File: src/rtl/sorted_stream_out.sv
// Snapshots the radix sorter's array on a rising sort_done and streams it out
// smallest-first over valid/ready. Optional ordering check: SORT_STREAM_CHECK_EN.
module sorted_stream_out #(
    parameter int N     = 8,
    parameter int WIDTH = 8
) (
    input  logic                        clk,
    input  logic                        rst,
    input  logic                        sort_done,
    input  logic [N-1:0][WIDTH-1:0]     sort_data,
    output logic [WIDTH-1:0]            out_data,
    output logic                        out_valid,
    input  logic                        out_ready,
    output logic                        out_last,
    output logic [$clog2(N)-1:0]        out_index,
    output logic                        busy,
    output logic                        frame_done,
    output logic                        overrun,
    output logic                        order_err
);

    localparam int IW = $clog2(N);
    localparam logic [IW-1:0] LAST_IDX = IW'(N - 1);

    typedef enum logic [0:0] {
        S_IDLE   = 1'b0,
        S_STREAM = 1'b1
    } state_t;

    state_t           r_state;
    state_t           w_state_nxt;
    logic             r_done_q;
    logic [WIDTH-1:0] r_buf [N];
    logic [IW-1:0]    r_idx;
    logic [IW-1:0]    w_idx_nxt;
    logic [IW-1:0]    w_idx_inc;
    logic [WIDTH-1:0] r_out_data;
    logic [WIDTH-1:0] w_data_nxt;
    logic             r_out_valid;
    logic             r_out_last;
    logic             w_last_nxt;
    logic             r_frame_done;
    logic             r_overrun;
    logic             w_overrun_nxt;
    logic             w_rise;
    logic             w_xfer;
    logic             w_at_last;
    logic             w_capture;

    assign w_rise    = sort_done & ~r_done_q;
    assign w_xfer    = (r_state == S_STREAM) & out_ready;
    assign w_at_last = (r_idx == LAST_IDX);
    assign w_capture = (r_state == S_IDLE) & w_rise;
    assign w_idx_inc = r_idx + IW'(1);

    // Edge detector history for sort_done.
    always_ff @(posedge clk) begin
        if (rst) begin
            r_done_q <= 1'b0;
        end else begin
            r_done_q <= sort_done;
        end
    end

    // State register.
    always_ff @(posedge clk) begin
        if (rst) begin
            r_state <= S_IDLE;
        end else begin
            r_state <= w_state_nxt;
        end
    end

    // Next-state logic.
    always_comb begin
        w_state_nxt = r_state;
        case (r_state)
            S_IDLE: begin
                if (w_rise) w_state_nxt = S_STREAM;
                else        w_state_nxt = S_IDLE;
            end
            S_STREAM: begin
                if (w_xfer && w_at_last) w_state_nxt = S_IDLE;
                else                     w_state_nxt = S_STREAM;
            end
            default: w_state_nxt = S_IDLE;
        endcase
    end

    // Next values of the registered outputs; a rise while streaming is dropped.
    always_comb begin
        w_idx_nxt     = r_idx;
        w_data_nxt    = r_out_data;
        w_overrun_nxt = r_overrun;
        case (r_state)
            S_IDLE: begin
                if (w_rise) begin
                    w_idx_nxt  = {IW{1'b0}};
                    w_data_nxt = sort_data[0];
                end else begin
                    w_idx_nxt  = r_idx;
                    w_data_nxt = r_out_data;
                end
            end
            S_STREAM: begin
                w_overrun_nxt = r_overrun | w_rise;
                if (w_xfer && !w_at_last) begin
                    w_idx_nxt  = w_idx_inc;
                    w_data_nxt = r_buf[w_idx_inc];
                end else begin
                    w_idx_nxt  = r_idx;
                    w_data_nxt = r_out_data;
                end
            end
            default: begin
                w_idx_nxt     = r_idx;
                w_data_nxt    = r_out_data;
                w_overrun_nxt = r_overrun;
            end
        endcase
        w_last_nxt = (w_state_nxt == S_STREAM) && (w_idx_nxt == LAST_IDX);
    end

    // Output registers.
    always_ff @(posedge clk) begin
        if (rst) begin
            r_idx        <= {IW{1'b0}};
            r_out_data   <= {WIDTH{1'b0}};
            r_out_valid  <= 1'b0;
            r_out_last   <= 1'b0;
            r_frame_done <= 1'b0;
            r_overrun    <= 1'b0;
        end else begin
            r_idx        <= w_idx_nxt;
            r_out_data   <= w_data_nxt;
            r_out_valid  <= (w_state_nxt == S_STREAM);
            r_out_last   <= w_last_nxt;
            r_frame_done <= w_xfer & w_at_last;
            r_overrun    <= w_overrun_nxt;
        end
    end

    // Frame snapshot taken only when a rise is accepted in IDLE.
    always_ff @(posedge clk) begin
        if (rst) begin
            for (int i = 0; i < N; i++) r_buf[i] <= {WIDTH{1'b0}};
        end else if (w_capture) begin
            for (int i = 0; i < N; i++) r_buf[i] <= sort_data[i];
        end else begin
            for (int i = 0; i < N; i++) r_buf[i] <= r_buf[i];
        end
    end

`ifdef SORT_STREAM_CHECK_EN
    logic [WIDTH-1:0] r_prev;
    logic             r_order_err;

    // r_out_data is buf[idx] whenever a transfer happens, so compare against it.
    always_ff @(posedge clk) begin
        if (rst) begin
            r_prev      <= {WIDTH{1'b0}};
            r_order_err <= 1'b0;
        end else if (w_xfer) begin
            r_prev <= r_out_data;
            if ((r_idx != {IW{1'b0}}) && (r_out_data < r_prev)) r_order_err <= 1'b1;
        end else begin
            r_prev      <= r_prev;
            r_order_err <= r_order_err;
        end
    end

    assign order_err = r_order_err;
`else
    assign order_err = 1'b0;
`endif

    assign out_data   = r_out_data;
    assign out_valid  = r_out_valid;
    assign out_last   = r_out_last;
    assign out_index  = r_idx;
    assign busy       = r_out_valid;
    assign frame_done = r_frame_done;
    assign overrun    = r_overrun;

endmodule

File: config.mk
export PLATFORM = sky130hd
export DESIGN_NAME = sorted_stream_out
export DESIGN_NICKNAME = d
export VERILOG_FILES = /design/src/rtl/sorted_stream_out.sv
export SDC_FILE = /design/constraint.sdc
export NUM_CORES = 1
export LEC_CHECK = 0
export ABC_AREA = 1
export BUFFER_PORTS_ARGS = -buffer_cell sky130_fd_sc_hd__buf_2
export CORE_UTILIZATION = 55
export CTS_CLUSTER_DIAMETER = 50
export CTS_CLUSTER_SIZE = 20
export DETAILED_ROUTE_END_ITERATION = 10
export PLACE_DENSITY = 0.81
export SYNTH_ARGS = -nofsm -noshare
export SYNTH_HDL_FRONTEND = slang
export SYNTH_SLANG_ARGS = --single-unit
File: constraint.sdc
create_clock -name clk -period 2.8 [get_ports clk]
set_input_delay 0.28 -clock clk [delete_from_list [all_inputs] [get_ports clk]]
set_output_delay 0.28 -clock clk [all_outputs]
set_load 0.005 [all_outputs]
==> flow_metrics.tcl <==
set metrics [dict create \
    wl_per_cell_um 12.98 \
    worstPathCellList "ha_1 > ha_1 > clkinv_1 > nand3_1 > nand3_1 > a21oi_1" \
    grt_max_degree 51 \
    ant_nets 0 \
    maxCapViolCount 0 \
    synth_async_sr_flop_share 0 \
    nets 616 \
    synth_commonest_cells "inv_1 (102), nand2_1 (85), nand3_1 (65), edfxtp_1 (48), nor2_1 (33)" \
    cts_tree "built" \
    place_congestion 0.8352 \
    max_slew_margin 0.5778 \
    arrival_ns 2.11 \
    n_antenna_cell 0 \
    via_count 3162 \
    synth_top_family_by_area "simple AND/OR/NAND/NOR gates" \
    yosysTopAreaCell "edfxtp_1" \
    grt_pass1_vias 2934 \
    use_met2 0.4149 \
    ir_drop_mv 0.3677 \
    synth_compound_area_frac 0.06136 \
    rr_worst_depth 6 \
    status "completed" \
    period_share 0.6540 \
    initial_utilization 0.5731 \
    finalSetupViolCount 0 \
    fillers 603 \
    drive_gt1_frac 0.2414 \
    synth_area_leaders "edfxtp_1 (37%), dfxtp_1 (16%), inv_1 (9.8%), nand3_1 (8.3%), nand2_1 (8.1%)" \
    dp_hpwl_um 6005 \
    cellLeakagePower_nw 2.213 \
    synth_cell_types 26 \
    overflow 0 \
    synth_mux_area_frac 0 \
    max_freq_mhz 546.1 \
    critical_path.max_stage_delay_ns 0.45 \
    tns_ns 0 \
    fin_crit_ns 1.831 \
    cp_num_cells 6 \
    crit_fanout 9 \
    num_rows 30 \
    synth_edf_count 48 \
    postCtsHoldBufs 0 \
    min_path_cells 3 \
    cts-root-buf "clkbuf_8" \
    min_path_type "in2reg" \
    portBuffers 83 \
    die-height_um 86.37 \
    rsz0062_at_grt "no" \
    grt.total_usage 0.2445 \
    fp.dieW_um 86.37 \
    drc 0 \
    worstSetupPathType "reg2reg" \
    dieArea_um2 7460 \
    syn_area_um2 3915 \
    tightest_slew_ns 0.6311 \
    synth_top_area_share 0.3682 \
    synthFlopType "edfxtp_1" \
    clock-skew-final_ns 0.007471 \
    cts_inserted_buffers 9 \
    required_ns 3.08 \
    area_growth_pct 16.01 \
    end_kind "flop" \
    dp.cells 631 \
    cp-start-kind "flop" \
    ios 85 \
    grt_antenna_before_repair 0 \
    instances_no_fill 647 \
    syn_nets 541 \
    cts_resized 0 \
    hold_viol 0 \
    yosysMostFrequentCell "inv_1" \
    path_clk_slew_ns 0.08 \
    cts_max_path_buffers 2 \
    path_buf_inv 1 \
    grt.busiest_layer "met2" \
    yosysWarnings 0 \
    grt_first_pass_wirelength_um 13700 \
    clk_latency_ns 0.35 \
    slowest_stage "ha_1" \
    dr.pass1.iters 6 \
    ys_ff_latch 80 \
    viasPerCell 4.887 \
    ys_seq_area_frac 0.5318 \
    synth.avg_cell_area_um2 8.312 \
    clock-sinks 80 \
    finalMaxSlewViolations 0 \
    drt_iter0_markers 260 \
    synth_xor_area_frac 0 \
    postRouteWirelength_um 8397 \
    synth-simple-area-share 0.2538 \
    power.density_nw_per_um2 561.6 \
    synthCells 471 \
    cts_max_level 3 \
    postCtsSetupBuffers 0 \
    grt_use_met3 0.04667 \
    use_met1 0.3064 \
    synthAdderAreaFrac 0.006392 \
    core_um2 6832 \
    critPathTopFamily "adder cells" \
]
==> state kept, by name, indices dropped and copies added (netlist names) <==
signal,count
r_buf,64
out_last,1
frame_done,1
busy,1
overrun,1
out_index,3
out_data,8
r_done_q,1
==> cell type report <==
| cell class | instances | area, um^2 | share of cell area |
|---|---|---|---|
| timing repair buffer | 88 | 478.0 | 0.1052 |
| clock inverter | 5 | 46.29 | 0.01019 |
| tap | 96 | 120.1 | 0.02645 |
| multi-input combinational | 258 | 1262 | 0.2780 |
| clock buffer | 11 | 141.4 | 0.03113 |
| sequential | 80 | 2082 | 0.4584 |
| inverter | 109 | 411.6 | 0.09063 |
==> cell usage in the layout, fill, tap and decap left out, drive strengths merged <==
master / n
clkbuf: 11
edfxtp: 48
ha: 2
nand3b: 1
and2: 1
nand2: 89
nor2: 54
buf: 88
conb: 1
clkinv: 5
bufinv: 1
a21oi: 18
dfxtp: 32
o21ai: 25
nand3: 65
inv: 108
o22ai: 2
==> routing by layer <==
layer | part of all wire | wire, um
met1 | 0.41 | 3480
met3 | 0.054 | 455
met2 | 0.51 | 4315
met4 | 0.017 | 146
met5 | 0 | 0
==> worst reg2reg max path, cell delays in order (launching register included) <==
cell and delay, ns:
dfxtp_1 0.34, ha_1 0.19, ha_1 0.45, clkinv_1 0.33, nand3_1 0.22, nand3_1 0.11, a21oi_1 0.13
==> kinds of logic (layout without fill, tap and decap cells) <==
| family | after synthesis | count (layout) |
|---|---|---|
| AO/OA/AOI/OAI | 45 | 45 |
| adder cells (fa/ha/maj) | 2 | 2 |
| other | 1 | 1 |
| buffers and inverters | 133 | 213 |
| AND/OR/NAND/NOR | 210 | 210 |
| flip-flops | 80 | 80 |
==> final timing paths <==
path / from / end / slack [ns]
max: out_index[1] / out_data[0] / 0.97
max reg2reg: out_index[1] / out_data[0] / 0.97
min: sort_data[60] / r_buf[7][4] / 0.16
min reg2reg: overrun / overrun / 0.46
==> power by group <==
group	total [mW]	switching (mW)	internal (mW)
clock network	0.836	0.409	0.427
logic	0.348	0.222	0.126
registers	1.37	0.0282	1.34
total	2.55	0.658	1.89
==> stage by stage <==
stage	worst slack [ns]	hold WS, ns	total power [mW]	utilization	cell area [um^2]
floorplan	1.039	0.3491	1.618	-	3915
global placement	1.034	0.4426	1.729	0.6374	4354
detailed placement	0.9435	0.4473	1.742	0.6374	4354
CTS	0.9865	0.1508	2.556	0.6648	4542
global route	0.7712	0.1547	2.669	0.6648	4542
finish	0.9689	0.1561	2.551	0.6648	4542
Power figures use the tool's default switching activity.
